### src/rtl/qr_1t4_rx_deser_align.sv
// Quarter-rate 1:4 RX deserializer with word alignment.
// Finds the 16-bit boundary from a training word, then emits aligned words.
module qr_1t4_rx_deser_align #(
  parameter logic [15:0] SYNC_PATTERN = 16'h0F35,
  parameter int unsigned LOCK_CNT     = 4
) (
  input  logic        clk,
  input  logic        rstb,
  input  logic [3:0]  din,
  input  logic        realign,
  output logic [15:0] data_out,
  output logic        data_valid,
  output logic        locked,
  output logic [1:0]  bit_offset,
  output logic        align_err
);

  localparam logic [3:0] LOCK_N = 4'(LOCK_CNT);

  typedef enum logic [1:0] {
    S_SEARCH,
    S_VERIFY,
    S_LOCKED
  } state_t;

  state_t      state_q, state_d;
  logic [18:0] hist_q;
  logic [1:0]  ph_q, ph_d;
  logic [3:0]  mc_q, mc_d;
  logic [3:0]  mc_inc;
  logic [1:0]  off_d;
  logic [15:0] dout_d;
  logic        dv_d;
  logic        aerr_d;
  logic        lock_d;

  logic [15:0] cand [4];
  logic [15:0] sel;
  logic        hit;
  logic [1:0]  hit_k;
  logic        bnd;

  // Four candidate windows, one per possible bit alignment.
  always_comb begin
    for (int k = 0; k < 4; k++) begin
      cand[k] = hist_q[k +: 16];
    end
  end

  // Lowest matching alignment wins while searching.
  always_comb begin
    hit   = 1'b0;
    hit_k = 2'd0;
    priority case (1'b1)
      (cand[0] == SYNC_PATTERN): begin hit = 1'b1; hit_k = 2'd0; end
      (cand[1] == SYNC_PATTERN): begin hit = 1'b1; hit_k = 2'd1; end
      (cand[2] == SYNC_PATTERN): begin hit = 1'b1; hit_k = 2'd2; end
      (cand[3] == SYNC_PATTERN): begin hit = 1'b1; hit_k = 2'd3; end
      default: ;
    endcase
  end

  assign sel    = cand[bit_offset];
  assign bnd    = (ph_q == 2'd0);
  assign mc_inc = mc_q + 4'd1;

  // Next-state and output decode; realign overrides every transition.
  always_comb begin
    state_d = state_q;
    ph_d    = ph_q + 2'd1;
    mc_d    = mc_q;
    off_d   = bit_offset;
    dout_d  = data_out;
    dv_d    = 1'b0;
    aerr_d  = 1'b0;
    if (realign) begin
      state_d = S_SEARCH;
      mc_d    = 4'd0;
    end else begin
      unique case (state_q)
        S_SEARCH: begin
          if (hit) begin
            off_d   = hit_k;
            ph_d    = 2'd1;
            mc_d    = 4'd1;
            state_d = S_VERIFY;
          end
        end
        S_VERIFY: begin
          if (bnd) begin
            if (sel == SYNC_PATTERN) begin
              mc_d = mc_inc;
              if (mc_inc == LOCK_N) state_d = S_LOCKED;
            end else begin
              aerr_d  = 1'b1;
              mc_d    = 4'd0;
              state_d = S_SEARCH;
            end
          end
        end
        S_LOCKED: begin
          if (bnd) begin
            dout_d = sel;
            dv_d   = 1'b1;
          end
        end
        default: state_d = S_SEARCH;
      endcase
    end
    lock_d = (state_d == S_LOCKED);
  end

  // State, history shift register and registered outputs.
  always_ff @(posedge clk or negedge rstb) begin
    if (!rstb) begin
      state_q    <= S_SEARCH;
      hist_q     <= '0;
      ph_q       <= '0;
      mc_q       <= '0;
      bit_offset <= '0;
      data_out   <= '0;
      data_valid <= 1'b0;
      align_err  <= 1'b0;
      locked     <= 1'b0;
    end else begin
      state_q    <= state_d;
      hist_q     <= {din, hist_q[18:4]};
      ph_q       <= ph_d;
      mc_q       <= mc_d;
      bit_offset <= off_d;
      data_out   <= dout_d;
      data_valid <= dv_d;
      align_err  <= aerr_d;
      locked     <= lock_d;
    end
  end

endmodule
### config.mk
export PLATFORM = sky130hd
export DESIGN_NAME = qr_1t4_rx_deser_align
export DESIGN_NICKNAME = d
export VERILOG_FILES = /design/src/rtl/qr_1t4_rx_deser_align.sv
export SDC_FILE = /design/constraint.sdc
export NUM_CORES = 1
export LEC_CHECK = 0
export CORE_AREA = 2 2 70 72
export DETAILED_ROUTE_END_ITERATION = 6
export DIE_AREA = 0 0 72 74
export PLACE_DENSITY = 0.79
export RECOVER_POWER = 100
export SLEW_MARGIN = 20
export SYNTH_ARGS = -nofsm -noshare
export SYNTH_HDL_FRONTEND = slang
export SYNTH_SLANG_ARGS = --single-unit
### constraint.sdc
create_clock -name clk -period 2.5 [get_ports clk]
set_input_delay 0.625 -clock clk [delete_from_list [all_inputs] [get_ports clk]]
set_output_delay 0.625 -clock clk [all_outputs]
set_load 0.01 [all_outputs]
# After elaboration in Yosys (flattened, before gate mapping)
# Cells that the tools add are included.
# op_classes
addsub	2
mul	0
div_mod_pow	0
order_cmp	1
eq_ne	11
n_shift	0
muxes	32
bitwise	2
reduce_logical	6
# op_table
op	count
equality test 16 x 12 -> 1 bit, second input constant	5
binary-select mux 16 bit (select 2 bit)	1
2-to-1 mux 16 bit	2
2-to-1 mux 2 bit	12
2-to-1 mux 4 bit	4
2-to-1 mux 1 bit	11
AND reduction 3 bit	3
case mux 4 bit (2 select lines)	1
inequality test 3 bit, second input constant	2
case mux 2 bit (3 select lines)	1
adder 4 x 1 -> 4 bit, second input constant	1
equality test 2 bit, second input constant	2
equality test 4 x 3 -> 1 bit, second input constant	1
zero test 2 bit	2
>= comparator 3 bit, second input constant	1
NOT 2 -> 3 bit	1
nonzero test 3 bit	1
adder 2 x 1 -> 2 bit, second input constant	1
equality test 2 x 1 -> 1 bit, second input constant	1
NOT 1 bit	1
# totals
reg_bits	48
latch_bits	0
ram_bits	0
romBits	0
wordCells	63
n_memories	0

# Longest topological paths before layout
# depth
depth_word	10
depth_mapped	7
ltp_nobuf	6

# Least setup slack after synthesis
# OpenSTA, ideal clock, no wires.
# synth_path
kind	reg2reg
startpoint	reg bit_offset[0]
endpoint	reg state_q[0]
setup_ns	0.103
arrival_time_ns	2.080
required_time_ns	2.397
path_slack_ns	0.317
path_stages_with_launch	7
cell_sequence	dfrtp_1 -> buf_6 -> mux4_1 -> nand4bb_4 -> nor4_4 -> a21boi_2 -> o41ai_2
# synth_between
elab_chain_cells	9
# synth_lines
item	line_no	source
from (decl)	14	output logic [1:0] bit_offset,
from (signal assigned)	120	bit_offset <= '0;
from (signal assigned)	130	bit_offset <= off_d;
NOT 2 -> 3 bit (implied by the code)	63	assign sel = cand[bit_offset];
binary-select mux 16 bit (select 2 bit)	63	
2-to-1 mux 16 bit (implied by the code) (2 in series)	63	
equality test 16 x 12 -> 1 bit	91	if (sel == SYNC_PATTERN) begin
2-to-1 mux 2 bit	91	
2-to-1 mux 2 bit	90	if (bnd) begin
case mux 2 bit (3 select lines)	80	unique case (state_q)
2-to-1 mux 2 bit	76	if (realign) begin
named net state_d[0]	26	state_t state_q, state_d;
to (signal assigned)	126	state_q <= state_d;
to (decl)	26	
# The timed path passes the listed nets, and every way through them passes these cells. The select of a mux whose other input is x is not followed.
# A chain may end at the register's enable or synchronous reset.

# Worst setup path after layout
# layout_path
startpoint	reg bit_offset[1]
endpoint	reg state_q[0]
# The elaborated chain is that of the path after synthesis.

==> flow_metrics.tcl <==
set metrics [dict create \
    outcome "finished, final reports clean" \
    antenna_cells 0 \
    track_usage_pct 19.54 \
    finalSetupViolCount 0 \
    powerDensity_nw_per_um2 496.5 \
    die_y_microns 74 \
    worst_slack_ps 186.3 \
    ios 28 \
    start_util_pct 54.12 \
    synth_compound_area_share_pct 7.793 \
    die_w_microns 72 \
    fmax_ghz 0.4322 \
    rows 25 \
    pwr-share-clk_pct 38.2 \
    internal_power_mw 1.137 \
    synth_edf_count 0 \
    cts_sinks 48 \
    dp_slack_ps 175.7 \
    fin_cells 293 \
    critPathMaxFanout 14 \
    yosysWarnings 0 \
    cts_tree "built" \
    synth_top_cell_area_share_pct 48.27 \
    leakagePower_nw 1.401 \
    worst_pin_slew_ps 1134 \
    dpl_cell_area_sq_um 2833 \
    syn_area_sq_um 2489 \
    yosys.area_share.simple_pct 21.57 \
    clk_path_buf_depth 2 \
    detail-route-antenna-nets 0 \
    finalCritPeriodShare_pct 92.55 \
    synth_area_leaders "dfrtp_1, mux4_1, nand2_1" \
    drt-pass1-iter-count 5 \
    cts_resized 0 \
    clock-root-buffer "clkbuf_8" \
    synth_ff_type "dfrtp_1" \
    synthMuxAreaShare_pct 17.65 \
    postCtsSetupBuffers 0 \
    power_mw 1.461 \
    end_kind "flip-flop" \
    vias 1709 \
    worstPathArrival_ps 2520 \
    grt_pass1_wl_mm 7.990 \
    stdcell_area_sq_um 2943 \
    antenna_found_initial 0 \
    num-nets-final 248 \
    critPathKind "reg -> reg" \
    viasPerCell 5.833 \
    synth_top_family_by_area "simple AND/OR/NAND/NOR gates" \
    coreArea_sq_um 4598 \
    wl_per_cell_microns 15.82 \
    synth_area_per_cell_sq_um 12.20 \
    ys_ff_latch 48 \
    hp-class "reg -> reg" \
    dp_cells 285 \
    cts_buffers 5 \
    drt_wl_total_mm 4.635 \
    first_global_vias 1737 \
    drive_gt1_share_pct 12.13 \
    async_flop_share_pct 100.0 \
    finClkSkew_ps 4.107 \
    period_needed_ps 2314 \
    ir_drop_v 0.0003706 \
    hold_viol 0 \
    dp_hpwl_mm 3.363 \
    synth_area_leader_cell "dfrtp_1" \
    fillers 360 \
    grt_max_degree 49 \
    comb_power_share_pct 5.7 \
    syn_nets 214 \
    crit_required_ps 2710 \
    htree_levels 2 \
    cts.clk_slew.worst_paths_ps 90 \
    synth-adder-area-share_pct 1.508 \
    seq_power_share_pct 56.1 \
    area_growth_pct 18.25 \
    reg2reg_setup_slack_ps 190 \
    globalRoute.totalOverflow 0 \
    die_area_sq_um 5328 \
    clkLatencyLatePin_ps 300 \
    drv_cap 0 \
    synthCells 204 \
    io_buffers 27 \
    ys_seq_area_share_pct 48.27 \
    cp-start-kind "flip-flop" \
    drt_iter0_drc 114 \
    ctsHoldBuffers 0 \
    synthXorXnorAreaFrac_pct 0 \
    fin_tns_setup_ps 0 \
    switching_power_mw 0.3242 \
    place.gp.congestion 0.8247 \
    drcViolationCount 0 \
    slew_violations 0 \
    relSlewSlack_pct 24.42 \
    switching_share_pct 22.19 \
    rsz0062_at_grt "no" \
    yosysUniqueCellTypes 44 \
]
==> final cells by class <==
class / count / area, sq um / share of cell area [%]
Sequential cell: 48 / 1201 / 40.82
Clock buffer: 5 / 68.82 / 2.338
Tap cell: 54 / 67.56 / 2.296
Inverter: 7 / 26.28 / 0.8929
Multi-Input combinational cell: 142 / 1207 / 41.03
Timing Repair Buffer: 34 / 324.1 / 11.01
Clock inverter: 3 / 47.55 / 1.616
==> sequential cells by signal, summed over array words and instances, names as in the netlist <==
register and flops:
state_q 2, data_valid 1, locked 1, align_err 1, data_out 16, ph_q 2
hist_q 19, bit_offset 2, mc_q 4
==> synth_stat cells, drive strengths merged, types with 2 or more instances <==
cell	number
nand2b	6
nor4bb	2
o211ai	2
ha	3
nand3b	2
nand4bb	6
inv	7
nor2b	2
mux4	14
nor2	7
a21oi	7
nand4	6
clkbuf	2
and2	2
mux2i	3
or3b	2
mux2	4
o21ai	7
nor4	5
dfrtp	48
buf	5
nand2	45
nand3	4
==> per-stage QoR <==
| step | utilization (%) | hold slack (ps) |
|---|---|---|
| 5_1_grt | 64.00 | 431.1 |
| 3_5_place_dp | 61.61 | 398.3 |
| 2_1_floorplan | - | 329.4 |
| 3_3_place_gp | 61.61 | 396.9 |
| 4_1_cts | 64.14 | 416.7 |
| 6_report | 64.00 | 421.2 |
==> layout by cell type (no fill, tap or decap), drive strengths merged, types with 2 or more instances in the layout <==
cell type,netlist,final
dfrtp,48,48
nand2,45,45
dlygate4sd3,0,26
mux4,14,14
nor2,7,7
a21oi,7,7
inv,7,7
o21ai,7,7
clkbuf,2,7
nand2b,6,6
nand4,6,6
nand4bb,6,6
buf,5,6
nor4,5,5
nand3,4,4
mux2,4,4
mux2i,3,3
ha,3,3
nand3b,2,2
nor2b,2,2
or3b,2,2
nor4bb,2,2
and2,2,2
o211ai,2,2
clkinv,0,2
==> power groups by stage <==
| stage | logic [mW] | clock network, mW | registers, mW |
|---|---|---|---|
| after floorplan | 0.0527 | 0 | 0.823 |
| after global placement | 0.0858 | 0 | 0.835 |
| after detailed placement | 0.0871 | 0 | 0.835 |
| after CTS | 0.0874 | 0.571 | 0.820 |
| after global routing | 0.0917 | 0.604 | 0.823 |
| final | 0.0835 | 0.558 | 0.820 |
==> critical path: stages, from the launching register on <==
cell and delay, ps:
dfrtp_1 510, buf_12 180, mux4_1 620, nor4_4 500, a21boi_2 100, o41ai_2 310
==> cell families (layout without fill, tap and decap cells) <==
logic type	count (synthesis)	in the layout
simple gates	93	93
flops	48	48
compound gates	25	25
mux	21	21
buf+inv	14	49
fa+ha+maj	3	3
==> path summary, 6_finish.rpt <==
check	start	end	depth (start not counted)
min in group asynchronous	rstb	hist_q[16]$_DFF_PN0_	2
worst min register to register	hist_q[18]$_DFF_PN0_	hist_q[14]$_DFF_PN0_	0
worst min-delay path	hist_q[18]$_DFF_PN0_	hist_q[14]$_DFF_PN0_	0
max in group asynchronous	rstb	state_q[1]$_DFF_PN0_	2
worst max register to register	bit_offset[1]$_DFFE_PN0P_	state_q[0]$_DFF_PN0_	5
worst max-delay path	bit_offset[1]$_DFFE_PN0P_	state_q[0]$_DFF_PN0_	5
==> routing by layer <==
layer | vias to the layer above | GRT usage [%] | wire length [microns]
met1 | 842 | 25.50 | 2080
met4 | 0 | 9.644 | 68
met2 | 28 | 32.72 | 2345
met5 | - | 0 | 0
met3 | 5 | 2.575 | 141
li1 | 834 | - | -
(Power assumes the default switching activity.)
